<file path="src/rtl/fetch_unit_pkg.sv">
// rtl/fetch_unit_pkg.sv - shared constants, FSM state type and helpers for the fetch unit
package fetch_unit_pkg;

    localparam int XLEN = 32;

    localparam logic [6:0] OP_RTYPE  = 7'b0110011;
    localparam logic [6:0] OP_LOAD   = 7'b0000011;
    localparam logic [6:0] OP_STORE  = 7'b0100011;
    localparam logic [6:0] OP_BRANCH = 7'b1100011;

    typedef enum logic [1:0] {
        ST_REQ  = 2'd0,
        ST_WAIT = 2'd1,
        ST_DROP = 2'd2
    } fetch_state_e;

    function automatic logic [XLEN-1:0] align_word(input logic [XLEN-1:0] addr);
        return {addr[XLEN-1:2], 2'b00};
    endfunction

endpackage

</file>
<file path="src/rtl/fetch_out_buf.sv">
// rtl/fetch_out_buf.sv - single-entry valid/ready buffer between fetch and decode
module fetch_out_buf
    import fetch_unit_pkg::*;
(
    input  logic            clk,
    input  logic            rst_n,
    input  logic            flush,
    input  logic            load,
    input  logic [XLEN-1:0] load_pc,
    input  logic [XLEN-1:0] load_instr,
    input  logic            out_ready,
    output logic            out_valid,
    output logic [XLEN-1:0] out_pc,
    output logic [XLEN-1:0] out_instr
);

    // Flush wins over load; a load while the entry is being consumed simply replaces it.
    always_ff @(posedge clk or negedge rst_n) begin
        if (!rst_n) begin
            out_valid <= 1'b0;
            out_pc    <= '0;
            out_instr <= '0;
        end else if (flush) begin
            out_valid <= 1'b0;
        end else if (load) begin
            out_valid <= 1'b1;
            out_pc    <= load_pc;
            out_instr <= load_instr;
        end else if (out_valid && out_ready) begin
            out_valid <= 1'b0;
        end
    end

endmodule

</file>
<file path="src/rtl/fetch_unit.sv">
// rtl/fetch_unit.sv - instruction fetch: one outstanding memory read, redirect handling, decode handoff
module fetch_unit
    import fetch_unit_pkg::*;
#(
    parameter logic [31:0] RESET_PC = 32'h0000_0000
) (
    input  logic        clk,
    input  logic        rst_n,
    output logic        imem_req_valid,
    input  logic        imem_req_ready,
    output logic [31:0] imem_req_addr,
    input  logic        imem_rsp_valid,
    input  logic [31:0] imem_rsp_data,
    input  logic        redirect_valid,
    input  logic [31:0] redirect_pc,
    output logic        id_valid,
    input  logic        id_ready,
    output logic [31:0] id_pc,
    output logic [31:0] id_instr,
    output logic [6:0]  id_opcode
);

    fetch_state_e    state;
    fetch_state_e    state_nxt;
    logic [XLEN-1:0] pc;
    logic            buf_load;

    always_ff @(posedge clk or negedge rst_n) begin
        if (!rst_n) begin
            state <= ST_REQ;
        end else begin
            state <= state_nxt;
        end
    end

    // A response arriving in DROP always ends the drop, even alongside a fresh redirect,
    // so the unit can never wait on a response that will not come.
    always_comb begin
        state_nxt = state;
        unique case (state)
            ST_REQ: begin
                if (imem_req_valid && imem_req_ready) begin
                    state_nxt = ST_WAIT;
                end
            end
            ST_WAIT: begin
                if (redirect_valid) begin
                    state_nxt = imem_rsp_valid ? ST_REQ : ST_DROP;
                end else if (imem_rsp_valid) begin
                    state_nxt = ST_REQ;
                end
            end
            ST_DROP: begin
                if (imem_rsp_valid) begin
                    state_nxt = ST_REQ;
                end
            end
            default: state_nxt = ST_REQ;
        endcase
    end

    // Requests are gated by rst_n so the bus is quiet while reset is held.
    always_comb begin
        imem_req_valid = 1'b0;
        buf_load       = 1'b0;
        if (rst_n && (state == ST_REQ) && (!id_valid || id_ready) && !redirect_valid) begin
            imem_req_valid = 1'b1;
        end
        if ((state == ST_WAIT) && imem_rsp_valid && !redirect_valid) begin
            buf_load = 1'b1;
        end
    end

    always_ff @(posedge clk or negedge rst_n) begin
        if (!rst_n) begin
            pc <= align_word(RESET_PC);
        end else if (redirect_valid) begin
            pc <= align_word(redirect_pc);
        end else if (buf_load) begin
            pc <= pc + 32'd4;
        end
    end

    assign imem_req_addr = pc;

    fetch_out_buf u_out_buf (
        .clk        (clk),
        .rst_n      (rst_n),
        .flush      (redirect_valid),
        .load       (buf_load),
        .load_pc    (pc),
        .load_instr (imem_rsp_data),
        .out_ready  (id_ready),
        .out_valid  (id_valid),
        .out_pc     (id_pc),
        .out_instr  (id_instr)
    );

    assign id_opcode = id_instr[6:0];

endmodule

</file>
<file path="config.mk">
export PLATFORM = sky130hd
export DESIGN_NAME = fetch_unit
export DESIGN_NICKNAME = d
export VERILOG_FILES = /design/src/rtl/fetch_unit_pkg.sv /design/src/rtl/fetch_out_buf.sv /design/src/rtl/fetch_unit.sv
export SDC_FILE = /design/constraint.sdc
export NUM_CORES = 1
export LEC_CHECK = 0
export CORE_MARGIN = 8
export CORE_UTILIZATION = 47
export DETAILED_ROUTE_END_ITERATION = 10
export PLACE_DENSITY = 0.86
export SLEW_MARGIN = 0
export SYNTH_ARGS = -nofsm -noshare
export SYNTH_HDL_FRONTEND = slang
export SYNTH_SLANG_ARGS = --single-unit
</file>
<file path="constraint.sdc">
create_clock -name clk -period 4.6 [get_ports clk]
set_input_delay 0.69 -clock clk [delete_from_list [all_inputs] [get_ports clk]]
set_output_delay 0.69 -clock clk [all_outputs]
set_load 0.02 [all_outputs]
</file>
# Word-level counts from Yosys, hierarchy flattened
# Index checks and enable logic that the tools add are counted.
# word_totals
rom_bits	0
reg_bits	99
output_inout_bits	105
mem_count	0
latchBits	0
wordCells	36
ram_bits	0
# op_classes
eq_ne	3
add_sub_neg	1
shifts	0
bitwise_logic	1
n_mux	12
reduce_logical	14
n_mul	0
magnitude_cmp	0
div_mod_pow	0
# ops
operator	n
$mux W32	2
$add A32 B3 Y32 const B	1
$mux W2	4
$logic_and A1 B1 Y1	7
$pmux W2 S3	1
$mux W1	5
$reduce_bool A3 Y1	1
$eq A2 B1 Y1 const B	1
$eq A2 B2 Y1 const B	1
$logic_not A1 Y1	2
$logic_not A2 Y1	1
$ne A2 B2 Y1 const B	1
$reduce_and A2 Y1	1
$reduce_bool A2 Y1	1
$logic_or A1 B1 Y1	1
$not A1 Y1	1

# Logic depth before layout (Yosys ltp)
# depth
word_depth	8
ltp_mapped	7

# Modules after synthesis
# A second synthesis with hierarchy kept.
# unflattened
hier_cells	376
area_unflattened_um2	4824.6
# by_module_without_submodules
mod	n_inst	area_per_inst_um2	cells_each	seq_area_each_um2
fetch_out_buf	1	2741.4	140	1626.6
fetch_unit	1	2083.2	236	800.8

# Worst setup path before layout
# No wires, ideal clock.
# synth_path
path_type	input-to-reg
start	input imem_rsp_valid
end	register pc[31] (netlist: imem_req_addr[31])
arrival_ns	2.074
n_path_buf	1
stages	5
setup_time_ns	0.082
slack_ns	2.444
path_cell_list	nand4b_2 -> or4_1 -> buf_2 -> or4_1 -> a31oi_1
# synth_via
elab_chain_len	4
# synth_lines
element	line_no	rtl
from (decl)	fetch_unit.sv:12	input logic imem_rsp_valid,
$logic_and A1 B1 Y1 (2 in a row)	fetch_unit.sv:69	if ((state == ST_WAIT) && imem_rsp_valid && !redirect_valid) begin
$mux W1	fetch_unit.sv:69	
$reduce_bool A2 Y1 (no source line)	-	
to (signal assigned)	fetch_unit.sv:76	pc <= align_word(RESET_PC);
to (signal assigned)	fetch_unit.sv:78	pc <= align_word(redirect_pc);
to (signal assigned)	fetch_unit.sv:80	pc <= pc + 32'd4;
to (decl)	fetch_unit.sv:25	logic [XLEN-1:0] pc;
# Every way passes these cells.
# A chain may end at the register's enable or synchronous reset.

# Final worst setup path
# layout_path
start	input redirect_valid
end	output imem_req_valid
# layout_via
elab_chain_len	3
# layout_lines
element	line_no	rtl
from (decl)	fetch_unit.sv:14	input logic redirect_valid,
$logic_not A1 Y1	fetch_unit.sv:66	if (rst_n && (state == ST_REQ) && (!id_valid || id_ready) && !redirect_valid) begin
$logic_and A1 B1 Y1	fetch_unit.sv:66	
$mux W1	fetch_unit.sv:66	
to (decl)	fetch_unit.sv:9	output logic imem_req_valid,
# Every way passes these cells.

==> flow_summary.toml <==
[status]
status = "finished clean"

[sta]
skew_ns = 0.0176
fin_tns_setup_ns = 0
maxSlewViolCount = 0
setup_viol = 0
whs_ns = 0.331
fin_crit_sh = 0.671
rsz0062_at_grt = "no"
fin_crit_ns = 3.09
max_freq_mhz = 324
tightestPinTransition_ns = 0.863
hold_violations = 0
relSlewSlack = 0.419

[setup_path]
worst_ep_arrival_time_ns = 2.40
crit_path_cell_trace = "clkdlybuf4s50_1 > inv_1 > buf_4 > and4_1 > clkdlybuf4s50_1"
cp_slowest_stage_delay_ns = 0.62
cp_top_family = "buffers and inverters"
start_kind = "input pin"
worstSetupPathType = "input pin to primary output"
cp.buffers_inverters = 4
path_common_cell = "clkdlybuf4s50_1"
cp_max_fo = 31
end_kind = "primary output"
cp_slowest_cell = "clkdlybuf4s50_1"
critPathRequiredTime_ns = 3.91

[synth]
ys_seq_area_frac = 0.552
synth-simple-area-share = 0.141
avgSynthCellArea_um2 = 11.7
yosysWarnings = 0
synth_cell_types = 41
syn_area_mm2 = 0.00431
synth_top_area_cell = "dfrtp_1"
synthCells = 367
synth-seq-cells = 95
synth_top_area_frac = 0.552
yosys.area_share.adder = 0.00290
synthXorXnorAreaFrac = 0.0224
synth_compound_area_frac = 0.0712
synth_top_family_by_area = "multiplexers"
synth.area.mux_share = 0.164
synthTopCellsByArea = "dfrtp_1, mux2_2, nand2_1, or4_1, xnor2_1"

[global_route]
grt_usage = 0.192
grt_pass1_vias = 3679
grt.overflow.total = 0
grt_max_degree = 50
antenna_found_initial = 0
grt_pass1_wl_um = 19500

[clock_tree]
cts_buffer_depth = 2
cts.sinks = 95
cts_resized = 0
postCtsSetupBuffers = 0
cts_tree = "done"
holdBufCountCts = 0
clk_latency_ns = 0.36
clock-root-buffer = "clkbuf_8"
cts_buffers = 9
clk_pin_slew_ns = 0.10
htreeDepth = 3

[layout]
fin_nets = 594
areaGrowthSynthToFinish_pct = 44.2
final_layout_size_suffix_gt1_frac = 0.172
diodes = 0

[floorplanning]
ios = 175
core_mm2 = 0.00906
die_w_um = 112
die-height_um = 112
dieArea_mm2 = 0.0125
row_count = 35
start_util = 0.475

[route]
drt_iter0_drc = 202
viasPerCell = 5.49
postRouteAntennaNets = 0
vias = 3505
wl_um = 11900
drt_first_pass_iters = 4
drc_errors = 0
wl_per_cell_um = 18.6

[min_path]
hp-class = "input pin to asynchronous set/reset pin"

[pwr]
ir_drop_mv = 0.203
p_total_w = 0.00279
p_leak_nw = 2.50
p_per_area_mw_per_mm2 = 450

[placement]
io_buffers = 168
gp_congestion = 0.826
hpwlAfterDp_um = 8860

[run]
maxCapViolations = 0
## registers in the layout, indices dropped and copies added (netlist names)
signal               flops
imem_req_addr           30
state                    2
u_out_buf.out_instr     32
u_out_buf.out_pc        30
u_out_buf.out_valid      1
## cells in the mapped netlist
library cell / instances
a21oi_1: 2
ha_1: 1
clkbuf_1: 14
nand3_2: 1
nand4_1: 7
xor2_1: 1
buf_2: 4
a31o_2: 1
nand4b_2: 1
and3_2: 2
buf_1: 1
nand4_2: 1
o211ai_1: 2
mux2i_1: 1
conb_1: 1
or2_1: 1
nand4b_1: 2
dfrtp_1: 95
nor4_1: 5
nand4bb_1: 2
nand3b_1: 1
buf_4: 11
o41ai_1: 3
or2_2: 2
nand2_1: 28
and4_1: 2
or3_1: 1
nor2_1: 21
o21ai_0: 12
or4_1: 13
mux2_2: 62
o31ai_1: 10
nor3_1: 4
nand3_1: 13
a311o_1: 3
and4b_1: 1
inv_1: 10
and3_1: 1
a31oi_1: 13
xnor2_1: 10
nand2b_1: 1
## layer usage
metal  up-vias  part of all wire  GRT usage
met4         0             0.011     0.0510
met2       138              0.50      0.318
met3        12             0.088     0.0709
li1       1632                 -          -
met5         -                 0          0
met1      1723              0.40      0.231
## kinds of logic (layout without fill, tap and decap cells)
| logic type | after synthesis | in the layout |
|---|---|---|
| adder cells (fa/ha/maj) | 1 | 1 |
| AND/OR/NAND/NOR | 110 | 110 |
| buffers and inverters | 40 | 198 |
| multiplexers | 63 | 63 |
| other | 1 | 4 |
| AO/OA/AOI/OAI | 46 | 46 |
| flip-flops | 95 | 95 |
| XOR/XNOR | 11 | 11 |
## per-stage QoR
step | util | cell area (um^2) | std cells | setup slack [ns]
finish | 0.685 | 6210 | 639 | 1.51
floorplan | - | 4320 | 370 | 2.44
detailed placement | 0.665 | 6030 | 623 | 1.49
global placement | 0.665 | 6030 | 623 | 1.53
CTS | 0.685 | 6210 | 639 | 1.52
global route | 0.685 | 6210 | 639 | 1.44
## report_power, final
group          switching, W  total, W  internal (W)
Clock              0.000296  0.000524      0.000228
Combinational      0.000512   0.00109      0.000581
Sequential         0.000140   0.00118       0.00104
Total              0.000948   0.00279       0.00185
## cell usage in the layout (no fill, tap or decap), types with 3 or more instances in the layout
| master | synthesis | final |
|---|---|---|
| nand3_1 | 13 | 13 |
| o41ai_1 | 3 | 3 |
| or4_1 | 13 | 13 |
| nor4_1 | 5 | 5 |
| inv_1 | 10 | 10 |
| clkdlybuf4s50_1 | 0 | 167 |
| o31ai_1 | 10 | 10 |
| clkbuf_8 | 0 | 11 |
| xnor2_1 | 10 | 10 |
| nand2_1 | 28 | 28 |
| nor2_1 | 21 | 20 |
| conb_1 | 1 | 4 |
| nand4_1 | 7 | 7 |
| a311o_1 | 3 | 3 |
| dfrtp_1 | 95 | 95 |
| nor3_1 | 4 | 4 |
| mux2_2 | 62 | 62 |
| buf_4 | 11 | 4 |
| o21ai_0 | 12 | 12 |
| a31oi_1 | 13 | 13 |
## cell type report
type	count	area, um^2
multi-input combinational	235	1750
timing repair buffer	172	1720
tap	111	139
clock buffer	12	155
sequential	95	2380
inverter	10	37.5
clock inverter	4	28.8
fill	683	2850
## final timing paths
check | to | startpoint | depth (start not counted) | slack, ns
min in group clk | u_out_buf.out_instr[23] | u_out_buf.out_instr[23] | 1 | 0.51
worst max-delay path | imem_req_valid | redirect_valid | 5 | 1.51
worst min-delay path | u_out_buf.out_pc[10] | rst_n | 1 | 0.33
max in group asynchronous | imem_req_addr[7] | rst_n | 2 | 3.18
worst min register to register | u_out_buf.out_instr[23] | u_out_buf.out_instr[23] | 1 | 0.51
worst max register to register | u_out_buf.out_pc[26] | state[1] | 4 | 2.27
No activity file was read; power rests on OpenSTA's default activity.
